$ cat config.mk
export PLATFORM = sky130hd
export DESIGN_NAME = adc_spi_capture
export DESIGN_NICKNAME = d
export VERILOG_FILES = /design/src/rtl/adc_spi_pkg.sv /design/src/rtl/adc_spi_sclk_gen.sv /design/src/rtl/adc_spi_capture.sv
export SDC_FILE = /design/constraint.sdc
export NUM_CORES = 1
export LEC_CHECK = 0
export ABC_AREA = 1
export CAP_MARGIN = 20
export CORE_AREA = 10 10 77 79
export CTS_CLUSTER_SIZE = 40
export DETAILED_ROUTE_END_ITERATION = 12
export DIE_AREA = 0 0 87 89
export PLACE_DENSITY = 0.77
export SYNTH_ARGS = -nofsm -noshare
export SYNTH_HDL_FRONTEND = slang
export SYNTH_SLANG_ARGS = --single-unit
$ cat constraint.sdc
create_clock -name CLK50 -period 4.45 [get_ports CLK50]
set_clock_uncertainty 0.05 [all_clocks]
set_input_delay 0.445 -clock CLK50 [delete_from_list [all_inputs] [get_ports CLK50]]
set_output_delay 0.445 -clock CLK50 [all_outputs]
set_load 0.005 [all_outputs]
$ cat src/rtl/adc_spi_pkg.sv
// Shared types and default frame geometry for the serial ADC capture front end.
package adc_spi_pkg;

    typedef enum logic [1:0] {
        IDLE,
        SETUP,
        SHIFT,
        QUIET
    } adc_state_t;

    localparam int unsigned FRAME_BITS_DEF = 16;
    localparam int unsigned DATA_BITS_DEF  = 12;
    localparam int unsigned LEAD_BITS      = FRAME_BITS_DEF - DATA_BITS_DEF;

endpackage

$ cat src/rtl/adc_spi_sclk_gen.sv
// SCLK phase generator: divides CLK50 into SCLK half-periods and strobes the
// capture and end-of-bit points for the capture FSM. Honours ADC_SPI_MISO_SYNC_EN.
module adc_spi_sclk_gen #(
    parameter int unsigned CLK_DIV = 2
) (
    input  logic i_clk,
    input  logic i_rst_n,
    input  logic i_setup,
    input  logic i_shift,
    input  logic i_last_bit,
    output logic o_sclk,
    output logic o_setup_done,
    output logic o_capture_en,
    output logic o_bit_done
);

    localparam logic [7:0] LP_PHASE_LAST = 8'(CLK_DIV - 1);

    logic [7:0] r_phase;
    logic       w_phase_end;

    assign w_phase_end = (r_phase == LP_PHASE_LAST);

    always_ff @(posedge i_clk or negedge i_rst_n) begin
        if (!i_rst_n) begin
            r_phase <= '0;
            o_sclk  <= 1'b1;
        end else begin
            if (i_setup || i_shift)
                r_phase <= w_phase_end ? '0 : r_phase + 8'd1;
            else
                r_phase <= '0;

            // SCLK parks high after the final bit instead of starting another low phase
            if (i_setup && w_phase_end)
                o_sclk <= 1'b0;
            else if (i_shift && w_phase_end) begin
                if (!o_sclk)
                    o_sclk <= 1'b1;
                else if (!i_last_bit)
                    o_sclk <= 1'b0;
            end else if (!i_setup && !i_shift)
                o_sclk <= 1'b1;
        end
    end

    assign o_setup_done = i_setup && w_phase_end;
    assign o_bit_done   = i_shift && o_sclk && w_phase_end;

`ifdef ADC_SPI_MISO_SYNC_EN
    // Two cycles after the end of the low phase, matching the synchronizer delay
    assign o_capture_en = i_shift && o_sclk && (r_phase == 8'd1);
`else
    assign o_capture_en = i_shift && !o_sclk && w_phase_end;
`endif

endmodule

$ cat src/rtl/adc_spi_capture.sv
// Serial ADC capture: CS/SCLK sequencing, MSB-first frame shift-in, 12-bit sample
// with valid strobe. Define ADC_SPI_MISO_SYNC_EN to add a two-flop MISO synchronizer.
module adc_spi_capture
    import adc_spi_pkg::*;
#(
    parameter int unsigned CLK_DIV      = 2,
    parameter int unsigned FRAME_BITS   = FRAME_BITS_DEF,
    parameter int unsigned DATA_BITS    = DATA_BITS_DEF,
    parameter int unsigned QUIET_CYCLES = 4
) (
    input  logic                 CLK50,
    input  logic                 MSS_RESET_N,
    input  logic                 start,
    input  logic                 MISO,
    output logic                 CS,
    output logic                 SCLK,
    output logic [DATA_BITS-1:0] sample,
    output logic                 sample_valid,
    output logic                 conv_complete,
    output logic                 frame_err,
    output logic                 busy,
    output logic                 overrun
);

    localparam int unsigned       LP_BCW        = $clog2(FRAME_BITS + 1);
    localparam logic [LP_BCW-1:0] LP_LAST_BIT   = LP_BCW'(FRAME_BITS - 1);
    localparam logic [7:0]        LP_QUIET_LAST = 8'(QUIET_CYCLES - 1);

    if (CLK_DIV < 1 || CLK_DIV > 255) begin : g_div_range
        $error("adc_spi_capture: CLK_DIV must be 1..255");
    end
    if (QUIET_CYCLES < 1 || QUIET_CYCLES > 255) begin : g_quiet_range
        $error("adc_spi_capture: QUIET_CYCLES must be 1..255");
    end

    adc_state_t            r_state;
    logic [FRAME_BITS-1:0] r_shift;
    logic [LP_BCW-1:0]     r_bit_cnt;
    logic [7:0]            r_quiet_cnt;
    logic                  r_start_d;
    logic                  w_miso;
    logic                  w_last_bit;
    logic                  w_setup_done;
    logic                  w_capture_en;
    logic                  w_bit_done;

`ifdef ADC_SPI_MISO_SYNC_EN
    if (CLK_DIV < 3) begin : g_sync_div
        $error("adc_spi_capture: ADC_SPI_MISO_SYNC_EN requires CLK_DIV >= 3");
    end

    logic [1:0] r_miso_sync;

    always_ff @(posedge CLK50 or negedge MSS_RESET_N) begin
        if (!MSS_RESET_N)
            r_miso_sync <= '0;
        else
            r_miso_sync <= {r_miso_sync[0], MISO};
    end

    assign w_miso = r_miso_sync[1];
`else
    assign w_miso = MISO;
`endif

    assign w_last_bit = (r_bit_cnt == LP_LAST_BIT);
    assign busy       = (r_state != IDLE);

    adc_spi_sclk_gen #(
        .CLK_DIV (CLK_DIV)
    ) u_sclk_gen (
        .i_clk        (CLK50),
        .i_rst_n      (MSS_RESET_N),
        .i_setup      (r_state == SETUP),
        .i_shift      (r_state == SHIFT),
        .i_last_bit   (w_last_bit),
        .o_sclk       (SCLK),
        .o_setup_done (w_setup_done),
        .o_capture_en (w_capture_en),
        .o_bit_done   (w_bit_done)
    );

    always_ff @(posedge CLK50 or negedge MSS_RESET_N) begin
        if (!MSS_RESET_N) begin
            r_state       <= IDLE;
            r_shift       <= '0;
            r_bit_cnt     <= '0;
            r_quiet_cnt   <= '0;
            r_start_d     <= 1'b0;
            CS            <= 1'b1;
            sample        <= '0;
            sample_valid  <= 1'b0;
            conv_complete <= 1'b0;
            frame_err     <= 1'b0;
            overrun       <= 1'b0;
        end else begin
            sample_valid  <= 1'b0;
            conv_complete <= 1'b0;
            frame_err     <= 1'b0;
            r_start_d     <= start;
            overrun       <= start && !r_start_d && (r_state != IDLE);

            case (r_state)
                IDLE: begin
                    if (start) begin
                        r_state <= SETUP;
                        CS      <= 1'b0;
                    end
                end
                SETUP: begin
                    if (w_setup_done)
                        r_state <= SHIFT;
                end
                SHIFT: begin
                    if (w_capture_en)
                        r_shift <= {r_shift[FRAME_BITS-2:0], w_miso};
                    if (w_bit_done) begin
                        if (w_last_bit) begin
                            r_state       <= QUIET;
                            r_bit_cnt     <= '0;
                            r_quiet_cnt   <= '0;
                            CS            <= 1'b1;
                            sample        <= r_shift[DATA_BITS-1:0];
                            sample_valid  <= 1'b1;
                            conv_complete <= 1'b1;
                            frame_err     <= |r_shift[FRAME_BITS-1:DATA_BITS];
                        end else begin
                            r_bit_cnt <= r_bit_cnt + 1'b1;
                        end
                    end
                end
                QUIET: begin
                    if (r_quiet_cnt == LP_QUIET_LAST)
                        r_state <= IDLE;
                    else
                        r_quiet_cnt <= r_quiet_cnt + 8'd1;
                end
                default: r_state <= IDLE;
            endcase
        end
    end

endmodule

==> flow_metrics.tcl <==
set metrics [dict create \
    min_period_over_period_pct 49.2 \
    netlist_area_um2 2590 \
    grt_first_pass_wirelength_um 8690 \
    power.density_nw_per_um2 546 \
    drt_pre_antenna_iters 4 \
    slew_headroom_pct 53.9 \
    die_area_um2 7740 \
    hold_path_class "input pin to asynchronous set/reset pin" \
    dp_cells 358 \
    place_worst_setup_slack_ns 2.22 \
    wl_per_cell_um 13.0 \
    crit_buf_inv 3 \
    critPathTopFamily "buffers and inverters" \
    max_stage_delay_ns 0.52 \
    reg2reg_to "r_quiet_cnt[7]$_DFFE_PN0P_" \
    tightest_slew_ns 0.691 \
    core_area_um2 4540 \
    num_vias 1886 \
    grt_pass1_vias 1953 \
    rows 25 \
    cp_common_cell "inv_1" \
    htree_levels 3 \
    clk_latency_ns 0.34 \
    overflow 0 \
    cp.arrival_ns 1.69 \
    post_cts_buffers 0 \
    cts_sinks 57 \
    antenna_found_initial 0 \
    grt_util_all_layers_pct 14.3 \
    post-dp-hpwl_um 3280 \
    placed_area_um2 2840 \
    root_buffer "clkbuf_8" \
    ys_seq_area_share_pct 55.1 \
    start_util_pct 57.1 \
    drtAntennaViolNets 0 \
    drc 0 \
    max_cap_viol_count 0 \
    finalNonFillerCells 375 \
    p_leak_nw 1.47 \
    ir_drop_uv 301 \
    cp_cell_sequence "inv_1 > ha_1 > inv_1 > clkdlybuf4s50_1" \
    hold_violations 0 \
    worstSetupPathType "flip-flop to output port" \
    io_pins 23 \
    p_total_mw 1.72 \
    syn_inst 288 \
    ys_warn_count 0 \
    clk_pin_slew_ns 0.06 \
    place_congestion 0.845 \
    layout_setup_ws_ns 2.26 \
    setup_viol 0 \
    rrSetupSlack_ns 2.31 \
    syn_area_per_cell_um2 9.00 \
    grt_max_degree 58 \
    critPathLaunchType "flip-flop" \
    status "finished, final reports clean" \
    fmax_mhz 457 \
    end_kind "output port" \
    r2r-start "r_state[0]$_DFFE_PN0P_" \
    synthesis.nets 301 \
    fin_tns_setup_ns 0 \
    synthDistinctLibCells 33 \
    worstRegToRegCells 9 \
    via_per_inst 5.03 \
    layout.nets 329 \
    port_buffers 22 \
    cp.required_ns 3.95 \
    rsz0062_at_grt "false" \
    syn_to_final_growth_pct 21.6 \
    crit_fanout 4 \
    drive_gt1_share_pct 10.6 \
    final_common_cell "nand2_1" \
    final_cell_mix "66 x nand2_1, 55 x dfrtp_1, 37 x inv_1" \
    cp_slowest_cell "clkdlybuf4s50_1" \
    min_period_ns 2.19 \
    die_w_um 87 \
    yosys_register_bits 57 \
    cts_tree "built" \
    cts_buffer_depth 2 \
    hold_buffers 0 \
    die_h_um 89 \
    slew_viol_final 0 \
    drt_iter0_drc 118 \
    n_antenna_cell 0 \
    finalInstanceArea_um2 3150 \
    cts_buffers 9 \
    detail_route.wirelength_um 4870 \
    postCtsResizedCells 0 \
]
==> flip-flops by register name, indices dropped and copies added, names as in the netlist <==
name                flops
frame_err               1
overrun                 1
r_bit_cnt               5
r_quiet_cnt             8
r_start_d               1
r_state                 2
u_sclk_gen.r_phase      8
CS                      1
u_sclk_gen.o_sclk       1
sample                 12
r_shift                16
conv_complete           1
==> worst max path at each step <==
| stage | to | slack, ns | start | cells past startpoint |
|---|---|---|---|---|
| finish | busy | 2.26 | r_state[1]$_DFFE_PN0P_ | 4 |
| global route | r_quiet_cnt[3]$_DFFE_PN0P_ | 2.07 | r_state[0]$_DFFE_PN0P_ | 9 |
| detailed placement | r_shift[0]$_DFFE_PN0P_ | 2.22 | r_state[0]$_DFFE_PN0P_ | 4 |
| CTS | r_shift[0]$_DFFE_PN0P_ | 2.19 | r_state[0]$_DFFE_PN0P_ | 4 |
| floorplan | r_quiet_cnt[5]$_DFFE_PN0P_ | 2.74 | r_state[0]$_DFFE_PN0P_ | 10 |
| global placement | r_shift[9]$_DFFE_PN0P_ | 2.31 | r_state[0]$_DFFE_PN0P_ | 4 |
==> synthesized netlist by cell type (all sizes together) <==
| cell | count | area [um^2] |
|---|---|---|
| nand2 | 68 | 265 |
| dfrtp | 55 | 1380 |
| o21ai | 40 | 219 |
| inv | 39 | 146 |
| nor2 | 23 | 96.4 |
| nand3 | 20 | 113 |
| ha | 9 | 113 |
| buf | 4 | 26.3 |
| xnor2 | 4 | 35.0 |
| a21oi | 3 | 15.0 |
| clkbuf | 3 | 11.3 |
| nand4 | 3 | 18.8 |
| nor3 | 3 | 15.0 |
| dfstp | 2 | 52.6 |
| nor3b | 2 | 15.0 |
| or2 | 2 | 12.5 |
| xor2 | 2 | 17.5 |
| clkinv | 1 | 3.75 |
| mux2i | 1 | 10.0 |
| nand3b | 1 | 7.51 |
| o21a | 1 | 7.51 |
| o21bai | 1 | 7.51 |
| o31ai | 1 | 7.51 |
==> layer usage <==
layer  up-vias  part of all wire, %  track usage, %
met1       873                   45            16.7
met4         0                  1.6            7.36
met2        32                   48            22.5
met5         -                    0               0
met3         8                  5.5            5.47
li1        973                    -               -
==> per-stage QoR <==
| stage | hold slack, ns | utilization, % |
|---|---|---|
| after detailed placement | 0.355 | 62.7 |
| final | 0.191 | 69.5 |
| after floorplan | 0.0994 | - |
| after global routing | 0.248 | 69.5 |
| after CTS | 0.213 | 69.1 |
| after global placement | 0.340 | 62.7 |
==> where the power goes <==
part           internal [mW]  switching (mW)  leakage, nW
clock                  0.501           0.203        0.144
sequential             0.582          0.0509        0.771
combinational          0.137           0.245        0.552
==> logic make-up after synthesis <==
kind of cell | Yosys count | synth area share (%)
AOI/OAI and AO/OA | 46 | 9.90
buffers and inverters | 47 | 7.24
muxes | 1 | 0.386
xor gates and xnor gates | 6 | 2.03
DFF | 57 | 55.1
adders and majority gates | 9 | 4.35
and+or+nand+nor | 122 | 21.0
==> layout make-up <==
cell class	count	area [um^2]
flip-flops and latches	57	1430
fillers	345	1390
multi-input cells	184	975
repair buffers	24	238
clock inverters	5	150
inverters	40	150
clock buffers	11	141
well taps	54	67.6
==> worst register-to-register path, delay by kind of cell (launching register included) <==
kind / cells / cell delay [ns]
AO/OA/AOI/OAI: 1 / 0.05
flip-flops: 1 / 0.41
AND/OR/NAND/NOR: 5 / 0.96
buffers and inverters: 2 / 0.22
adder cells (fa/ha/maj): 1 / 0.34
(Power assumes the default switching activity.)
